`config.mk`:
```
export PLATFORM = sky130hd
export DESIGN_NAME = cla_serial_adder
export DESIGN_NICKNAME = d
export VERILOG_FILES = /design/src/rtl/cla_serial_adder.sv
export SDC_FILE = /design/constraint.sdc
export NUM_CORES = 1
export LEC_CHECK = 0
export BUFFER_PORTS_ARGS = -buffer_cell sky130_fd_sc_hd__clkbuf_2
export CAP_MARGIN = 10
export CORE_MARGIN = 8
export CORE_UTILIZATION = 55
export CTS_CLUSTER_DIAMETER = 40
export CTS_CLUSTER_SIZE = 16
export DETAILED_ROUTE_END_ITERATION = 10
export PLACE_DENSITY = 0.85
export RECOVER_POWER = 100
export SYNTH_ARGS = -nofsm -noshare
export SYNTH_HDL_FRONTEND = slang
export SYNTH_SLANG_ARGS = --single-unit
```
`constraint.sdc`:
```
create_clock -name clk -period 2.2 [get_ports clk]
set_input_delay 0.22 -clock clk [delete_from_list [all_inputs] [get_ports clk]]
set_output_delay 0.22 -clock clk [all_outputs]
set_load 0.005 [all_outputs]
```
`src/rtl/cla_serial_adder.sv`:
```
// Digit-serial adder: one 4-bit carry-lookahead digit per clock, LSB first.
// Ports: clk, rst_n, in_valid/in_ready + a/b/cin in; out_valid/out_ready + sum/cout/ovf/pall out.
module cla_serial_adder #(
    parameter int WIDTH = 16
) (
    input  logic             clk,
    input  logic             rst_n,
    input  logic             in_valid,
    output logic             in_ready,
    input  logic [WIDTH-1:0] a,
    input  logic [WIDTH-1:0] b,
    input  logic             cin,
    output logic             out_valid,
    input  logic             out_ready,
    output logic [WIDTH-1:0] sum,
    output logic             cout,
    output logic             ovf,
    output logic             pall
);

    localparam int N  = WIDTH / 4;
    localparam int IW = (N > 1) ? $clog2(N) : 1;
    localparam logic [IW-1:0] LAST = IW'(N - 1);

    typedef enum logic [1:0] {
        IDLE,
        RUN,
        DONE
    } state_t;

    state_t           state;
    logic [IW-1:0]    idx;
    logic [WIDTH-1:0] a_q;
    logic [WIDTH-1:0] b_q;
    logic             carry_q;
    logic             pacc_q;

    // Current digit always sits in the low nibble: operands shift right per digit.
    logic [3:0] ad, bd, g, p, c, dsum;
    logic       gg, pg, c4;

    always_comb begin
        ad   = a_q[3:0];
        bd   = b_q[3:0];
        g    = ad & bd;
        p    = ad ^ bd;
        c[0] = carry_q;
        c[1] = g[0] | (p[0] & c[0]);
        c[2] = g[1] | (p[1] & g[0]) | (p[1] & p[0] & c[0]);
        c[3] = g[2] | (p[2] & g[1]) | (p[2] & p[1] & g[0])
             | (p[2] & p[1] & p[0] & c[0]);
        gg   = g[3] | (p[3] & g[2]) | (p[3] & p[2] & g[1])
             | (p[3] & p[2] & p[1] & g[0]);
        pg   = &p;
        c4   = gg | (pg & c[0]);
        dsum = p ^ c;
    end

    assign in_ready  = (state == IDLE);
    assign out_valid = (state == DONE);

    always_ff @(posedge clk or negedge rst_n) begin
        if (!rst_n) begin
            state   <= IDLE;
            idx     <= '0;
            a_q     <= '0;
            b_q     <= '0;
            carry_q <= 1'b0;
            pacc_q  <= 1'b0;
            sum     <= '0;
            cout    <= 1'b0;
            ovf     <= 1'b0;
            pall    <= 1'b0;
        end else begin
            unique case (state)
                IDLE: begin
                    if (in_valid) begin
                        a_q     <= a;
                        b_q     <= b;
                        carry_q <= cin;
                        pacc_q  <= 1'b1;
                        idx     <= '0;
                        state   <= RUN;
                    end
                end
                RUN: begin
                    for (int k = 0; k < N; k++) begin
                        if (idx == k[IW-1:0]) begin
                            sum[4*k +: 4] <= dsum;
                        end
                    end
                    a_q     <= a_q >> 4;
                    b_q     <= b_q >> 4;
                    carry_q <= c4;
                    pacc_q  <= pacc_q & pg;
                    if (idx == LAST) begin
                        cout  <= c4;
                        // c[3] is the carry into bit WIDTH-1 on the top digit
                        ovf   <= c[3] ^ c4;
                        pall  <= pacc_q & pg;
                        state <= DONE;
                    end else begin
                        idx <= idx + 1'b1;
                    end
                end
                DONE: begin
                    if (out_ready) begin
                        state <= IDLE;
                    end
                end
                default: state <= IDLE;
            endcase
        end
    end

endmodule

```
# Word-level counts from Yosys, hierarchy flattened
# Index checks and enable logic that the tools add are counted.
# classes
reduce_logical	11
n_mux	15
n_eq_ne	9
bitwise_logic	30
add_sub_neg	1
# op_table
cell	n
case mux 16 bit (2 select lines)	2
two-way mux 16 bit	2
bitwise AND 1 bit	16
two-way mux 2 bit	5
OR 1 bit	10
AND reduction 2 bit	5
XOR 4 bit	2
== test 2 bit, second input constant	3
inequality test 2 bit, second input constant	3
case mux 2 bit (3 select lines)	1
AND reduction 3 bit	2
bitwise AND 4 bit	1
== test 2 x 1 -> 1 bit, second input constant	2
zero test 2 bit	2
case mux 1 bit (2 select lines)	2
case mux 2 bit (2 select lines)	1
AND reduction 4 bit	1
adder 2 x 1 -> 2 bit, second input constant	1
two-way mux 1 bit	2
inequality test 2 x 1 -> 1 bit, second input constant	1
nonzero test 2 bit	1
XOR 1 bit	1
# word_totals
register_bits	57
elab_cells	79
in_bits	37

# Logic depth before layout (Yosys ltp)
# Gate-level depths: netlist (run 1).
# depth
word_depth	7
depth_mapped	6
mapped_depth_nobuf	5

# Least setup slack after synthesis (run 1)
# OpenSTA, ideal clock, no wires.
# synth_timing
kind	reg2reg
startpoint	register a_q[0]
endpoint	register sum[2]
arrival_ns	1.500
path_slack_ns	0.605
t_required_ns	2.105
stages_incl_launch_ff	5
path_buffers	0
synth_period_minus_slack_ns	1.595
setup_ns	0.095
cell_sequence	dfrtp_1 > ha_1 > a211oi_2 > nor2_1 > o31ai_1
# synth_via
elab_chain_cells	5
word_cells_on_any_way	8
classes_between	8 x bitwise
# synth_rtl
element	line_no	text
start, declared	33	logic [WIDTH-1:0] a_q;
start signal, assigned	92	a_q <= a_q >> 4;
bitwise AND 4 bit or XOR 4 bit (tied branches)	45, 46	
bitwise AND 1 bit	49	c[2] = g[1] | (p[1] & g[0]) | (p[1] & p[0] & c[0]);
OR 1 bit or bitwise AND 1 bit (tied branches)	49	
OR 1 bit (*)	49	
XOR 4 bit (*)	56	dsum = p ^ c;
end signal, assigned by index	89	sum[4*k +: 4] <= dsum;
end, declared	15	output logic [WIDTH-1:0] sum,
# Every way passes the cells marked *; elsewhere a longest branch is shown, timed or not.
# A chain may end at the register's enable or synchronous reset.

# Worst setup path after layout (run 1)
# layout_timing
startpoint	register a_q[0]
endpoint	register sum[10]
# Same word-level chain as after synthesis.

==> flow_metrics.env, run 1 <==
export IMPL_synth_xor_area_share_pct=0.307
export IMPL_grt_pass1_vias=2286
export IMPL_ir_worst_vdd_v=0.000711
export IMPL_p_leak_nw=1.62
export IMPL_max_freq_ghz=0.540
export IMPL_fin_hold_ws_ns=0.0774
export IMPL_htreeDepth=3
export IMPL_die_y_um=88.0
export IMPL_synth_top_family_by_area="simple AND/OR/NAND/NOR gates"
export IMPL_min_from="out_ready"
export IMPL_max_slew_margin_pct=12.1
export IMPL_synthMuxAreaShare_pct=10.5
export IMPL_final_setup_tns_ns=0
export IMPL_synth_cells=282
export IMPL_ios=58
export IMPL_n_antenna_cell=0
export IMPL_reg2reg_to="sum[10]"
export IMPL_yosys_register_bits=57
export IMPL_ys_seq_area_share_pct=50.0
export IMPL_clockRootBuffer="clkbuf_8"
export IMPL_critical_path_required_ns=2.42
export IMPL_synth_nets=328
export IMPL_fillers=406
export IMPL_grt_max_degree=36
export IMPL_synth_top_area_cell="dfrtp_1"
export IMPL_drv_cap=0
export IMPL_p_per_area_nw_per_um2=1510
export IMPL_syn_area_per_cell_um2=10.1
export IMPL_synth_fa_ha_area_share_pct=4.21
export IMPL_critPathArrivalTime_ns=2.08
export IMPL_outcome="finished, final reports clean"
export IMPL_min_path_cells=2
export IMPL_post_cts_buffers=0
export IMPL_rows=26
export IMPL_num_vias=2246
export IMPL_syn_area_um2=2850
export IMPL_rr_worst_depth=4
export IMPL_path_max_fanout=10
export IMPL_setup_viol=0
export IMPL_synth_area_top_cells="dfrtp_1, mux2i_1, nand2_1"
export IMPL_drc=0
export IMPL_post_dp_hpwl_um=4790
export IMPL_synth_edf_count=0
export IMPL_fin_ws_ns=0.347
export IMPL_viasPerCell=5.41
export IMPL_grt_pass1_wl_um=10800
export IMPL_coreArea_um2=5040
export IMPL_worstReg2RegStart="a_q[0]"
export IMPL_tritoncts="built"
export IMPL_synth_main_ff_cell="dfrtp_1"
export IMPL_wl_per_cell_um=15.5
export IMPL_drive_gt1_share_pct=19.1
export IMPL_hold_path_class="primary input to register"
export IMPL_portBuffers=57
export IMPL_finalCritPeriodShare_pct=84.2
export IMPL_cts_sinks=57
export IMPL_gp_congestion=0.887
export IMPL_worst_slew_pin_transition_ns=1.32
export IMPL_slew_violations=0
export IMPL_ys_warn_count=0
export IMPL_area_growth_pct=17.7
export IMPL_power_total_w=0.00507
export IMPL_ant_nets=0
export IMPL_synth_cell_type_count=38
export IMPL_synthArstFlopShare_pct=100
export IMPL_dpl_worst_slack_ns=0.406
export IMPL_initial_utilization_pct=56.5
export IMPL_yosys_area_top_type_share_pct=50.0
export IMPL_grt_ovfl_total=0
export IMPL_track_usage_pct=18.2
export IMPL_dp_cells=398
export IMPL_synth_compound_area_share_pct=15.1
export IMPL_drt_iter0_markers=162
export IMPL_clock_latency_ns=0.33
export IMPL_min_period_ns=1.85
export IMPL_critPathKind="register to register"
export IMPL_cts_clk_slew_worst_paths_ns=0.06
export IMPL_antenna_found_initial=0
export IMPL_nets=386
export IMPL_finalHoldViolations=0
export IMPL_rrSetupSlack_ns=0.35
export IMPL_stdcell_count=415
export IMPL_endpoint_kind="register"
export IMPL_synth_simple_gate_area_share_pct=15.5
export IMPL_routed_wirelength_um=6450
export IMPL_die_area_um2=7740
export IMPL_clock_skew_ns=0.00437
export IMPL_min_to="state[1]"
export IMPL_dr_pass1_iters=4
export IMPL_start_kind="register"
export IMPL_rsz0062_at_grt="no"
export IMPL_numCtsBuffers=9
export IMPL_die_width_um=88.0
export IMPL_clock_path_buffers=2
[per-stage QoR]
stage	area, um2	util [%]
2_1_floorplan	2850	-
4_1_cts	3390	67.3
5_1_grt	3360	66.6
3_3_place_gp	3210	63.7
3_5_place_dp	3210	63.7
6_report	3360	66.6
[sequential cells by signal, indices dropped and copies added, names as in the netlist]
name	flops
a_q	16
sum	16
ovf	1
state	2
pacc_q	1
carry_q	1
b_q	16
idx	2
cout	1
pall	1
[cell families after synthesis]
kind of cell / Yosys count
adder cells (fa/ha/maj): 9
buffers and inverters: 24
AO/OA/AOI/OAI: 74
flip-flops: 57
XOR/XNOR: 1
multiplexers: 30
AND/OR/NAND/NOR: 87
[where the power goes]
part / internal, W / total, W / leakage (nW) / switching [W]
Sequential: 0.00153 / 0.00185 / 0.721 / 0.000310
Combinational: 0.000975 / 0.00237 / 0.803 / 0.00140
Clock: 0.000465 / 0.000853 / 0.0932 / 0.000389
[worst max-delay path, stage by stage, from the launching register on]
cell      delay, ns
dfrtp_1        0.41
ha_1           0.36
a211oi_2       0.53
nor2_1         0.19
o31ai_1        0.26
[worst max-delay path by stage]
stage,start,end,slack (ns),cells after the start
finish,a_q[0],sum[10],0.35,4
global route,state[0],a_q[1],0.24,4
CTS,a_q[0],sum[10],0.37,4
detailed placement,a_q[0],sum[10],0.41,4
global placement,a_q[0],sum[2],0.50,4
floorplan,a_q[0],sum[2],0.60,4
[per-layer routing]
metal | global-route usage [%] | vias to the layer above | part of all wire, %
met4 | 8.13 | 0 | 1.1
li1 | - | 1109 | -
met2 | 28.5 | 64 | 48
met5 | 0 | - | 0
met1 | 22.8 | 1065 | 45
met3 | 4.88 | 8 | 5.6
[cells in the mapped netlist (2+ instances only)]
master / instances
o2111ai_1: 4
nand3b_2: 2
dfrtp_1: 57
nor2_1: 5
inv_1: 7
mux2i_1: 30
nand2b_1: 3
o21ai_0: 18
nor2b_1: 13
o2bb2ai_1: 2
buf_6: 3
ha_1: 8
a21oi_1: 12
o31ai_1: 5
nand3_1: 6
or4_1: 4
o21ai_1: 26
buf_2: 3
nand2_1: 46
clkbuf_1: 10
[layout by cell type (no fill, tap or decap), types with 2 or more instances in the layout]
| cell | n |
|---|---|
| clkbuf_1 | 17 |
| nor2b_1 | 13 |
| o31ai_1 | 5 |
| mux2i_1 | 30 |
| buf_12 | 2 |
| clkinv_2 | 3 |
| nand3_1 | 6 |
| o21ai_1 | 3 |
| ha_1 | 8 |
| clkbuf_2 | 44 |
| o21ai_0 | 41 |
| o2bb2ai_1 | 2 |
| a21oi_1 | 12 |
| inv_1 | 7 |
| clkbuf_8 | 11 |
| nand2_1 | 46 |
| nand2b_1 | 3 |
| nand3b_1 | 3 |
| or4_1 | 4 |
| o2111ai_1 | 4 |
| dfrtp_1 | 57 |
| buf_4 | 2 |
| nor2_1 | 5 |
[repair_timing]
action                                 4_1_cts  5_1_grt
gates resized for setup                      0        0
endpoints found under the hold margin       22        0
hold buffers                                 1        0
[final cells by class]
type,count,area [um2],area share (%)
Inverter,7,26.3,0.783
Tap cell,70,87.6,2.61
Multi-Input combinational cell,201,1300,38.7
Clock inverter,3,15.0,0.447
Clock buffer,13,159,4.74
Timing Repair Buffer,64,342,10.2
Sequential cell,57,1430,42.5
Note: power is estimated with default switching activity, not from simulation.
==> run 2, diff against run 1 <==
--- a/config.mk
+++ b/config.mk
@@ -5,14 +5,15 @@
 export SDC_FILE = /design/constraint.sdc
 export NUM_CORES = 1
 export LEC_CHECK = 0
+export ABC_AREA = 1
 export BUFFER_PORTS_ARGS = -buffer_cell sky130_fd_sc_hd__clkbuf_2
 export CAP_MARGIN = 10
 export CORE_MARGIN = 8
-export CORE_UTILIZATION = 55
+export CORE_UTILIZATION = 54
 export CTS_CLUSTER_DIAMETER = 40
 export CTS_CLUSTER_SIZE = 16
 export DETAILED_ROUTE_END_ITERATION = 10
-export PLACE_DENSITY = 0.85
+export PLACE_DENSITY = 0.84
 export RECOVER_POWER = 100
 export SYNTH_ARGS = -nofsm -noshare
 export SYNTH_HDL_FRONTEND = slang
==> constraint.sdc (replaced) <==
create_clock -name clk -period 1.75 [get_ports clk]
set_input_delay 0.175 -clock clk [delete_from_list [all_inputs] [get_ports clk]]
set_output_delay 0.175 -clock clk [all_outputs]
set_load 0.005 [all_outputs]
==> flow_metrics.env, run 2 <==
export IMPL_track_usage_pct=17.0
export IMPL_cts_clk_slew_worst_paths_ns=0.06
export IMPL_min_from="out_ready"
export IMPL_dr_pass1_iters=4
export IMPL_synth_edf_count=0
export IMPL_final_common_cell="nand2_1"
export IMPL_min_period_ns=1.62
export IMPL_post_route_util_pct=65.9
export IMPL_netlist_top_cells_count="nand2_1, dfrtp_1, inv_1, o21ai_0, nand3_1"
export IMPL_finalCritPeriodShare_pct=92.4
export IMPL_nets=428
export IMPL_cts_sinks=57
export IMPL_rr_worst_depth=7
export IMPL_placed_cell_area_um2=3100
export IMPL_path_common_cell="clkbuf_2"
export IMPL_cpMaxStageDelayCell="dfrtp_1"
export IMPL_top_regs="a_q x16, b_q x16, sum x16"
export IMPL_reg2reg_to="a_q[4]"
export IMPL_viasPerCell=4.94
export IMPL_finalHoldViolations=0
export IMPL_clock_skew_ns=0.00673
export IMPL_coreArea_um2=4980
export IMPL_synth_cell_type_count=25
export IMPL_critical_path_required_ns=1.57
export IMPL_die_width_um=87.0
export IMPL_wl_per_cell_um=12.7
export IMPL_fillers=426
export IMPL_numCtsBuffers=9
export IMPL_post_dp_hpwl_um=4320
export IMPL_crit_path_max_incr_delay_ns=0.45
export IMPL_hold_path_class="primary input to register"
export IMPL_rsz0062_at_grt="no"
export IMPL_area_growth_pct=20.6
export IMPL_p_leak_nw=1.70
export IMPL_htreeDepth=3
export IMPL_outcome="finished, final reports clean"
export IMPL_synth_most_common_cell="nand2_1"
export IMPL_routed_wirelength_um=5810
export IMPL_grt_pass1_vias=2244
export IMPL_drc=0
export IMPL_die_area_um2=7570
export IMPL_ant_nets=0
export IMPL_n_antenna_cell=0
export IMPL_clock_latency_ns=0.35
export IMPL_endpoint_kind="output port"
export IMPL_rows=26
export IMPL_drv_cap=0
export IMPL_max_slew_margin_pct=19.7
export IMPL_synth_area_top_cells="dfrtp_1, nand2_1, o21ai_0"
export IMPL_critical_path_top_delay_family="flip-flops"
export IMPL_path_buf_inv=2
export IMPL_gp_congestion=0.860
export IMPL_synth_main_ff_cell="dfrtp_1"
export IMPL_grt_max_degree=37
export IMPL_die_y_um=87.0
export IMPL_num_vias=2256
export IMPL_final_cell_mix="nand2_1, dfrtp_1, clkbuf_2, o21ai_0, inv_1"
export IMPL_ir_worst_vdd_v=0.000963
export IMPL_grt_pass1_wl_um=10000
export IMPL_yosys_register_bits=57
export IMPL_ios=58
export IMPL_clockRootBuffer="clkbuf_8"
export IMPL_synth_top_area_cell="dfrtp_1"
export IMPL_final_setup_tns_ns=0
export IMPL_synth_nets=364
export IMPL_synth_cells=318
export IMPL_max_freq_ghz=0.618
export IMPL_critPathArrivalTime_ns=1.44
export IMPL_start_kind="register"
export IMPL_drt_iter0_markers=143
export IMPL_min_path_cells=2
export IMPL_syn_area_um2=2720
export IMPL_synthArstFlopShare_pct=100
export IMPL_worst_slew_pin_transition_ns=1.20
export IMPL_min_to="state[1]"
export IMPL_drive_gt1_share_pct=17.6
export IMPL_ys_warn_count=0
export IMPL_initial_utilization_pct=54.7
export IMPL_worstReg2RegStart="state[1]"
export IMPL_path_max_fanout=9
export IMPL_slew_violations=0
export IMPL_clock_path_buffers=2
export IMPL_rrSetupSlack_ns=0.16
export IMPL_setup_viol=0
export IMPL_antenna_found_initial=0
export IMPL_ys_seq_area_share_pct=52.4
export IMPL_grt_ovfl_total=0
export IMPL_cp_cell_sequence="nor2_1, clkbuf_2, clkbuf_2"
export IMPL_p_per_area_nw_per_um2=2090
export IMPL_portBuffers=57
export IMPL_cts_resized=0
export IMPL_yosys_area_top_type_share_pct=52.4
export IMPL_critPathKind="register to output port"
export IMPL_tritoncts="built"
export IMPL_syn_area_per_cell_um2=8.56
export IMPL_design_area_um2=3280
run 2: what timing repair did:
| action | CTS | global route |
|---|---|---|
| buffers inserted | 0 | 0 |
| hold buffers | 1 | 0 |
| setup endpoints to repair | 0 | 0 |
| hold endpoints to repair | 21 | 0 |
run 2: worst max-delay path by stage:
stage,endpoint,from,cells after the start,slack (ns)
6_report,in_ready,state[0],3,0.13
5_1_grt,cout,state[1],6,0.02
4_1_cts,sum[2],a_q[1],6,0.16
3_5_place_dp,sum[2],a_q[1],6,0.17
3_3_place_gp,sum[2],a_q[1],6,0.20
2_1_floorplan,sum[10],a_q[1],6,0.36
run 2: cells by family after synthesis:
family,count (synthesis),synth area share (%)
AOI/OAI and AO/OA,69,14.4
and+or+nand+nor,125,19.7
buffers and inverters,57,8.74
xor gates and xnor gates,1,0.322
DFF,57,52.4
adders and majority gates,9,4.41
run 2: layout make-up:
cell class              count  area, um2  share of cell area (%)
multi-input cells         204       1050                    31.9
flip-flops and latches     57       1430                    43.5
repair buffers             64        338                    10.3
clock inverters             6       82.6                    2.52
inverters                  46        173                    5.26
well taps                  70       87.6                    2.67
clock buffers              10        128                    3.89
run 2: report_power, final:
group	leakage (nW)	switching (W)	internal [W]
logic	0.880	0.00211	0.00117
registers	0.710	0.000286	0.00197
clock network	0.106	0.000537	0.000793
total	1.70	0.00294	0.00393
run 2: worst register-to-register path, stage by stage, from the launching register on:
cell,delay [ns]
dfrtp_1,0.38
inv_1,0.14
nand2_4,0.10
inv_2,0.28
clkbuf_2,0.28
nand2_1,0.08
o211ai_1,0.10
o21ai_0,0.12
run 2: through the flow:
step | total power (W) | cells | setup slack, ns | hold slack [ns]
finish | 0.00687 | 457 | 0.133 | 0.0265
global route | 0.00755 | 457 | 0.0236 | 0.0167
CTS | 0.00705 | 457 | 0.157 | 0.0187
detailed placement | 0.00568 | 440 | 0.170 | 0.197
global placement | 0.00553 | 440 | 0.204 | 0.199
floorplan | 0.00473 | 318 | 0.364 | -0.121
run 2: routing by layer:
metal	global-route usage [%]	wire [um]	vias to the layer above
met2	26.9	2710	57
met1	19.5	2550	1029
met3	6.79	423	12
li1	-	-	1158
met4	8.76	117	0
met5	0	0	-
==> run 3, diff against run 2 <==
--- a/config.mk
+++ b/config.mk
@@ -13,6 +13,7 @@
 export CTS_CLUSTER_DIAMETER = 40
 export CTS_CLUSTER_SIZE = 16
 export DETAILED_ROUTE_END_ITERATION = 10
+export HOLD_SLACK_MARGIN = 0.08
 export PLACE_DENSITY = 0.84
 export RECOVER_POWER = 100
 export SYNTH_ARGS = -nofsm -noshare
==> constraint.sdc (replaced) <==
create_clock -name clk -period 1.6 [get_ports clk]
set_input_delay 0.16 -clock clk [delete_from_list [all_inputs] [get_ports clk]]
set_output_delay 0.16 -clock clk [all_outputs]
set_load 0.005 [all_outputs]
==> flow_metrics.env, run 3 (synthesis results as in run 2) <==
export IMPL_ant_nets=0
export IMPL_drive_gt1_share_pct=21.4
export IMPL_endpoint_kind="register"
export IMPL_ir_worst_vdd_v=0.00154
export IMPL_placed_cell_area_um2=3140
export IMPL_dr_pass1_iters=4
export IMPL_worstReg2RegStart="a_q[1]"
export IMPL_clockRootBuffer="clkbuf_8"
export IMPL_post_cts_buffers=0
export IMPL_dp_cells=445
export IMPL_cpMaxStageDelayCell="dfrtp_1"
export IMPL_max_slew_margin_pct=48.4
export IMPL_finalHoldViolations=0
export IMPL_fillers=393
export IMPL_drv_cap=0
export IMPL_post_dp_hpwl_um=4500
export IMPL_coreArea_um2=4980
export IMPL_p_per_area_nw_per_um2=2270
export IMPL_area_growth_pct=28.7
export IMPL_finalCritPeriodShare_pct=93.5
export IMPL_final_setup_tns_ns=0
export IMPL_clock_latency_ns=0.35
export IMPL_antenna_found_initial=0
export IMPL_grt_ovfl_total=0
export IMPL_min_from="b[0]"
export IMPL_min_to="b_q[0]"
export IMPL_cp_cell_sequence="ha_2, nand2_2, nor2_2, o21ai_1, buf_4, nand3_1, nand2_1"
export IMPL_worst_slew_pin_transition_ns=0.774
export IMPL_n_antenna_cell=0
export IMPL_critPathKind="register to register"
export IMPL_htreeDepth=3
export IMPL_initial_utilization_pct=54.7
export IMPL_reg2reg_to="sum[6]"
export IMPL_slew_violations=0
export IMPL_min_path_cells=3
export IMPL_path_buf_inv=1
export IMPL_p_leak_nw=1.77
export IMPL_top_regs="a_q x16, b_q x16, sum x16"
export IMPL_nets=448
export IMPL_max_freq_ghz=0.669
export IMPL_drc=0
export IMPL_rr_worst_depth=7
export IMPL_rsz0062_at_grt="no"
export IMPL_wl_per_cell_um=14.2
export IMPL_rrSetupSlack_ns=0.10
export IMPL_track_usage_pct=19.4
export IMPL_design_area_um2=3500
export IMPL_stdcell_count=477
export IMPL_path_max_fanout=5
export IMPL_grt_max_degree=58
export IMPL_min_period_ns=1.50
export IMPL_final_cell_mix="nand2_1, dfrtp_1, o21ai_0, clkbuf_2, inv_1"
export IMPL_grt_pass1_wl_um=11400
export IMPL_rows=26
export IMPL_crit_path_max_incr_delay_ns=0.39
export IMPL_gp_congestion=0.882
export IMPL_num_vias=2412
export IMPL_critical_path_required_ns=1.84
export IMPL_critPathArrivalTime_ns=1.73
export IMPL_viasPerCell=5.06
export IMPL_clock_skew_ns=0.0130
export IMPL_cts_sinks=57
export IMPL_die_y_um=87.0
export IMPL_ios=58
export IMPL_die_area_um2=7570
export IMPL_die_width_um=87.0
export IMPL_post_route_util_pct=70.4
export IMPL_hold_path_class="primary input to register"
export IMPL_clock_path_buffers=2
export IMPL_critical_path_top_delay_family="flip-flops"
export IMPL_final_common_cell="nand2_1"
export IMPL_tritoncts="built"
export IMPL_cts_clk_slew_worst_paths_ns=0.07
export IMPL_numCtsBuffers=9
export IMPL_grt_pass1_vias=2403
export IMPL_routed_wirelength_um=6780
export IMPL_drt_iter0_markers=171
export IMPL_portBuffers=57
export IMPL_outcome="finished, final reports clean"
export IMPL_power_total_w=0.00797
export IMPL_setup_viol=0
export IMPL_start_kind="register"
## run 3: final cells by class
class                      instances  area [um2]  area share, %
multi-input combinational        204        1090           31.2
tap                               70        87.6           2.50
clock buffer                      10         138           3.93
inverter                          46         173           4.93
sequential                        57        1430           40.7
timing repair buffer              84         519           14.8
clock inverter                     6        67.6           1.93
## run 3: routing by layer
layer,vias up,wire (um),global-route usage (%)
met5,-,0,0
met4,0,226,10.8
met3,20,396,5.57
met2,82,3310,31.9
met1,1113,2850,22.3
li1,1197,-,-
## run 3: worst max-delay path by stage
stage / startpoint / endpoint / slack (ns) / cells past startpoint
global route: a_q[2] / sum[7] / 0.001 / 7
floorplan: a_q[1] / sum[10] / 0.21 / 6
global placement: a_q[1] / sum[10] / 0.13 / 7
detailed placement: a_q[1] / sum[10] / -0.01 / 7
CTS: a_q[1] / sum[6] / 0.01 / 7
finish: a_q[1] / sum[6] / 0.10 / 7
## run 3: where the power goes
part           switching, W  internal (W)
logic               0.00256       0.00153
clock network      0.000628      0.000763
registers          0.000337       0.00215
## run 3: tightest hold or removal path, delay by kind of cell
kind            cells  cell delay (ns)
compound gates      2             0.15
buf+inv             1             0.09
## run 3: repair_timing
| item | 4_1_cts | 5_1_grt |
|---|---|---|
| setup endpoints to repair | 3 | 9 |
| hold buffers | 16 | 0 |
| resized for setup | 1 | 9 |
| gates cloned | 0 | 0 |
| endpoints found under the hold margin | 72 | 0 |
## run 3: metrics by stage
step | setup slack, ns | hold WS (ns)
global route | 0.00147 | 0.0871
global placement | 0.131 | 0.189
detailed placement | -0.0137 | 0.192
CTS | 0.0142 | 0.0806
floorplan | 0.214 | -0.136
finish | 0.104 | 0.0909
